--- config.mk ---
export PLATFORM = sky130hd
export DESIGN_NAME = link_train_ctrl
export DESIGN_NICKNAME = d
export VERILOG_FILES = /design/src/rtl/link_train_ctrl.sv
export SDC_FILE = /design/constraint.sdc
export NUM_CORES = 1
export LEC_CHECK = 0
export ABC_AREA = 1
export CORE_MARGIN = 2
export CORE_UTILIZATION = 40
export DETAILED_ROUTE_END_ITERATION = 8
export PLACE_DENSITY = 0.76
export SLEW_MARGIN = 15
export SYNTH_ARGS = -nofsm -noshare
export SYNTH_HDL_FRONTEND = slang
export SYNTH_SLANG_ARGS = --single-unit
export TNS_END_PERCENT = 100
--- constraint.sdc ---
create_clock -name sb_clk -period 1.85 [get_ports sb_clk]
set_clock_uncertainty 0.05 [all_clocks]
set_input_delay 0.37 -clock sb_clk [delete_from_list [all_inputs] [get_ports sb_clk]]
set_output_delay 0.37 -clock sb_clk [all_outputs]
set_load 0.005 [all_outputs]
--- src/rtl/link_train_ctrl.sv ---
// Sideband link-training sequencer: walks CLD -> WAIT_RX -> TS1 -> TS2 -> CL0,
// counts failed attempts and parks in DISABLED once the retry budget is spent.
module link_train_ctrl #(
   parameter int MAX_RETRY = 3
) (
   input  logic       sb_clk,
   input  logic       rst,
   input  logic       disable_req,
   input  logic       enable_req,
   input  logic       ts1_done,
   input  logic       ts2_done,
   input  logic       tdisconnect_tx_min,
   input  logic       tdisconnect_rx_min,
   input  logic       tconnect_rx_min,
   input  logic       tdisabled_min,
   input  logic       ttraining_error_timeout,
   input  logic       tgen4_ts1_timeout,
   input  logic       tgen4_ts2_timeout,
   output logic       disconnected_s,
   output logic       fsm_disabled,
   output logic       fsm_training,
   output logic       ts1_gen4_s,
   output logic       ts2_gen4_s,
   output logic       link_up,
   output logic       train_fail,
   output logic [1:0] retry_cnt,
   output logic [2:0] state
);

   // state    | meaning
   // CLD      | disconnected, waiting for tx-disconnect minimum time
   // WAIT_RX  | waiting for the partner's rx-connect minimum time
   // TS1      | exchanging TS1 ordered sets
   // TS2      | exchanging TS2 ordered sets
   // CL0      | link up
   // DISABLED | parked until enabled after the disabled minimum time
   typedef enum logic [2:0] {
      CLD      = 3'd0,
      WAIT_RX  = 3'd1,
      TS1      = 3'd2,
      TS2      = 3'd3,
      CL0      = 3'd4,
      DISABLED = 3'd5
   } state_t;

   localparam logic [1:0] RETRY_LAST = 2'(MAX_RETRY - 1);

   state_t     state_q, state_d;
   logic [1:0] retry_cnt_q, retry_cnt_d;
   logic       train_fail_q, train_fail_d;
   logic       dis_min_seen_q, dis_min_seen_d;
   logic       ts1_fail, ts2_fail;

   assign ts1_fail = tgen4_ts1_timeout | ttraining_error_timeout;
   assign ts2_fail = tgen4_ts2_timeout | ttraining_error_timeout;

   always_ff @(posedge sb_clk or negedge rst) begin
      if (!rst) begin
         state_q        <= CLD;
         retry_cnt_q    <= 2'd0;
         train_fail_q   <= 1'b0;
         dis_min_seen_q <= 1'b0;
      end else begin
         state_q        <= state_d;
         retry_cnt_q    <= retry_cnt_d;
         train_fail_q   <= train_fail_d;
         dis_min_seen_q <= dis_min_seen_d;
      end
   end

   always_comb begin
      state_d        = state_q;
      retry_cnt_d    = retry_cnt_q;
      train_fail_d   = 1'b0;
      dis_min_seen_d = dis_min_seen_q;

      if (disable_req) begin
         state_d = DISABLED;
         if (state_q != DISABLED) dis_min_seen_d = 1'b0;
      end else begin
         case (state_q)
            CLD:     if (tdisconnect_tx_min) state_d = WAIT_RX;
            WAIT_RX: if (tconnect_rx_min)    state_d = TS1;
            TS1, TS2: begin
               if (tdisconnect_rx_min) begin
                  state_d = CLD;
               end else if ((state_q == TS1) ? ts1_fail : ts2_fail) begin
                  train_fail_d = 1'b1;
                  if (retry_cnt_q == RETRY_LAST) begin
                     state_d        = DISABLED;
                     retry_cnt_d    = 2'd0;
                     dis_min_seen_d = 1'b0;
                  end else begin
                     state_d = CLD;
                     if (retry_cnt_q != 2'd3) retry_cnt_d = retry_cnt_q + 2'd1;
                  end
               end else if (state_q == TS1 && ts1_done) begin
                  state_d = TS2;
               end else if (state_q == TS2 && ts2_done) begin
                  state_d     = CL0;
                  retry_cnt_d = 2'd0;
               end
            end
            CL0:     if (tdisconnect_rx_min) state_d = CLD;
            DISABLED: begin
               if (tdisabled_min) dis_min_seen_d = 1'b1;
               if ((dis_min_seen_q || tdisabled_min) && enable_req) begin
                  state_d        = CLD;
                  retry_cnt_d    = 2'd0;
                  dis_min_seen_d = 1'b0;
               end
            end
            default: state_d = CLD;
         endcase
      end
   end

   assign state          = state_q;
   assign retry_cnt      = retry_cnt_q;
   assign train_fail     = train_fail_q;
   assign disconnected_s = (state_q == CLD);
   assign fsm_disabled   = (state_q == DISABLED);
   assign ts1_gen4_s     = (state_q == TS1);
   assign ts2_gen4_s     = (state_q == TS2);
   assign fsm_training   = (state_q == TS1) || (state_q == TS2);
   assign link_up        = (state_q == CL0);

endmodule

==> metrics.txt <==
Lkg Pwr=~0.57 nW; Synth Instances=95; DRC=0; Syn Area/Cell=between 6 and 7 um2; clock root cell=clkbuf_4; Antenna Nets Post-Route=0; GRT Overall Usage=between 20% and 30%; cell accounting for the most synthesized area=dfrtp_1; CTS clk-pin slew, worst paths=about 50 ps; Initial DRC Count=14; CP required=between 1000 and 1500 ps; Synth Area in Simple Gates=between 40% and 50%; Cell Area, Synth=around 580 um2; clock tree sinks=7; status=completed; Setup Crit Path Kind=reg -> out; core box area=approximately 0.0013 mm2; CTS max path bufs=2; final worst slack=~62 ps; RSZ-0062 raised after global routing=no; via count=~770; Port-buffer cells=24; Max Clock Freq=roughly 560 MHz; row cnt=13; YS warnings=0; total routed wirelength=1.831 mm; Hold WS=between 300 and 400 ps; ANT cells=0; post-synthesis xor/xnor area fraction=0%; Hold Vio Cnt, Final=0; worst slew pin tran=about 300 ps; mux cell area share after synthesis=0%; period utilization=a little over nine tenths; Max Cap Viol=0; Die ar.=between 0.0015 and 0.002 mm2; pre-CTS WS=roughly 100 ps; library cells used by synthesis=20; Synth Area in Compound Gates=under 10%; Pins Over Slew Limit=0; Num CTS Buffers=3; Starting Density=43.43%; RePlAce Congestion=0.8991; first-pass GRT wire length=between 2 and 3 mm; vias in the first global route=740; layout cells sized above 1=between 20 and 25%; Final #Nets=about 150; post-synthesis sequential element count=7; clock latency on the worst-skew pair=around 250 ps; largest cells by area after synthesis=dfrtp_1, nand2_1, inv_1, nor2_1, nand3_2; I/O pins=25; drt wl/cell=about 12 um; die height=around 42 um; CTS tree=built; final setup fails=0; Seq/Total Area, Yosys=between 30 and 40%; setup TNS=0 ps; initial antenna violation count=0; Peak VDD IR=between 0.7 and 0.8 mV; worst slew margin relative to its limit=79.97%; crit path max fanout=5; Syn-to-layout area delta=69.98%; global route overflow=0; Critical Path AT=roughly 1400 ps; Worst setup SP type=flip-flop; Post-Synth Adder-Cell Area=0%; Chip Width=between 40 and 50 um; DR vias/cell=a little over 5; Post-Syn Nets=around 110; largest family of logic cells by synthesized area=simple AND/OR/NAND/NOR gates; Tmin final=about 1800 ps; htree depth=1; power per cell area=about 1200 mW/mm2; first drt pass iteration count=4; Synth top area share=between 30 and 40%; CP Capture Type=primary output; largest net degree at the start of global routing=8; Hold Path Class=in -> async; total power=approximately 0.0012 W; dpl hpwl=roughly 1.3 mm
worst paths after layout:
check | start | endpoint | slack, ps | cells past startpoint
setup / recovery | state[2] | link_up | 60 | 5
hold / removal | rst | retry_cnt[0] | 320 | 1
setup reg to reg | state[1] | state[1] | 270 | 9
hold reg to reg | dis_min_seen_q | dis_min_seen_q | 440 | 2
max in group asynchronous | rst | state[2] | 1170 | 1
min in group sb_clk | dis_min_seen_q | dis_min_seen_q | 440 | 2
worst max-delay path, stage by stage, from the launching register on:
cell and delay (ps):
dfrtp_2 440, buf_4 160, buf_4 130, nand3_1 70, inv_1 60, dlygate4sd2_1 260
sequential cells by signal, indices dropped and copies added (netlist names):
signal	cells
train_fail	1
retry_cnt	2
dis_min_seen_q	1
state	3
power breakdown:
group          switching, W  internal [W]  leakage, nW
registers         0.0000871      0.000211       0.0867
clock network     0.0000506     0.0000820       0.0150
logic              0.000364      0.000410        0.464
final cells by class:
class	count	area [um2]
fillers	110	349.1
multi-input cells	70	344.1
repair buffers	38	344.1
flip-flops and latches	7	178.9
inverters	18	72.57
clock buffers	4	26.28
well taps	15	18.77
cell usage in the layout, fill, tap and decap left out:
master           count
nand2_1             31
clkdlybuf4s50_1     17
inv_1               14
nor2_1              14
buf_4               14
dlygate4sd2_1        5
nand3_1              4
dfrtp_1              4
nand3_2              3
clkbuf_4             3
dfrtp_2              3
inv_2                2
inv_4                2
nand2_2              2
nand4_1              2
a21oi_1              2
o21ai_0              2
nand3b_1             2
dlymetal6s2s_1       2
nor3_2               1
nand4_2              1
o21a_1               1
or2_1                1
o32ai_1              1
nor2_2               1
o21ai_2              1
o21ai_1              1
clkbuf_1             1
cells in the mapped netlist:
master	instances
a21oi_1	2
dfrtp_1	7
inv_1	15
inv_2	3
nand2_1	32
nand2_2	1
nand3_1	4
nand3_2	3
nand3b_1	2
nand4_1	2
nand4_2	1
nor2_1	14
nor2_2	1
nor3_1	1
o21a_1	1
o21ai_0	2
o21ai_1	1
o21ai_2	1
o32ai_1	1
or2_1	1
cell families (layout without fill, tap and decap cells):
| group | after synthesis | in the layout |
|---|---|---|
| AOI/OAI and AO/OA | 8 | 8 |
| and+or+nand+nor | 62 | 62 |
| DFF | 7 | 7 |
| buffers and inverters | 18 | 60 |
per-layer routing:
| metal | up-vias | track usage, % | part of all wire, % |
|---|---|---|---|
| met2 | 21 | 35.31 | 50 |
| li1 | 381 | - | - |
| met1 | 368 | 26.76 | 46 |
| met3 | 2 | 4.310 | 3.3 |
| met4 | 0 | 6.875 | 0.93 |
| met5 | - | 0 | 0 |
metrics by stage:
step / util (%) / cell area, um2 / instances
after floorplan: - / 579.3 / 95
after global placement: 64.54 / 860.8 / 137
after detailed placement: 64.54 / 860.8 / 137
after CTS: 71.58 / 954.7 / 149
after global routing: 73.83 / 984.7 / 152
final: 73.83 / 984.7 / 152
repair_timing:
item,in CTS,in global routing
buffers inserted,8,3
resized for setup,12,3
cloned,0,0
hold buffers,0,0
endpoints found under the setup margin,6,1
No activity file was read; power rests on OpenSTA's default activity.
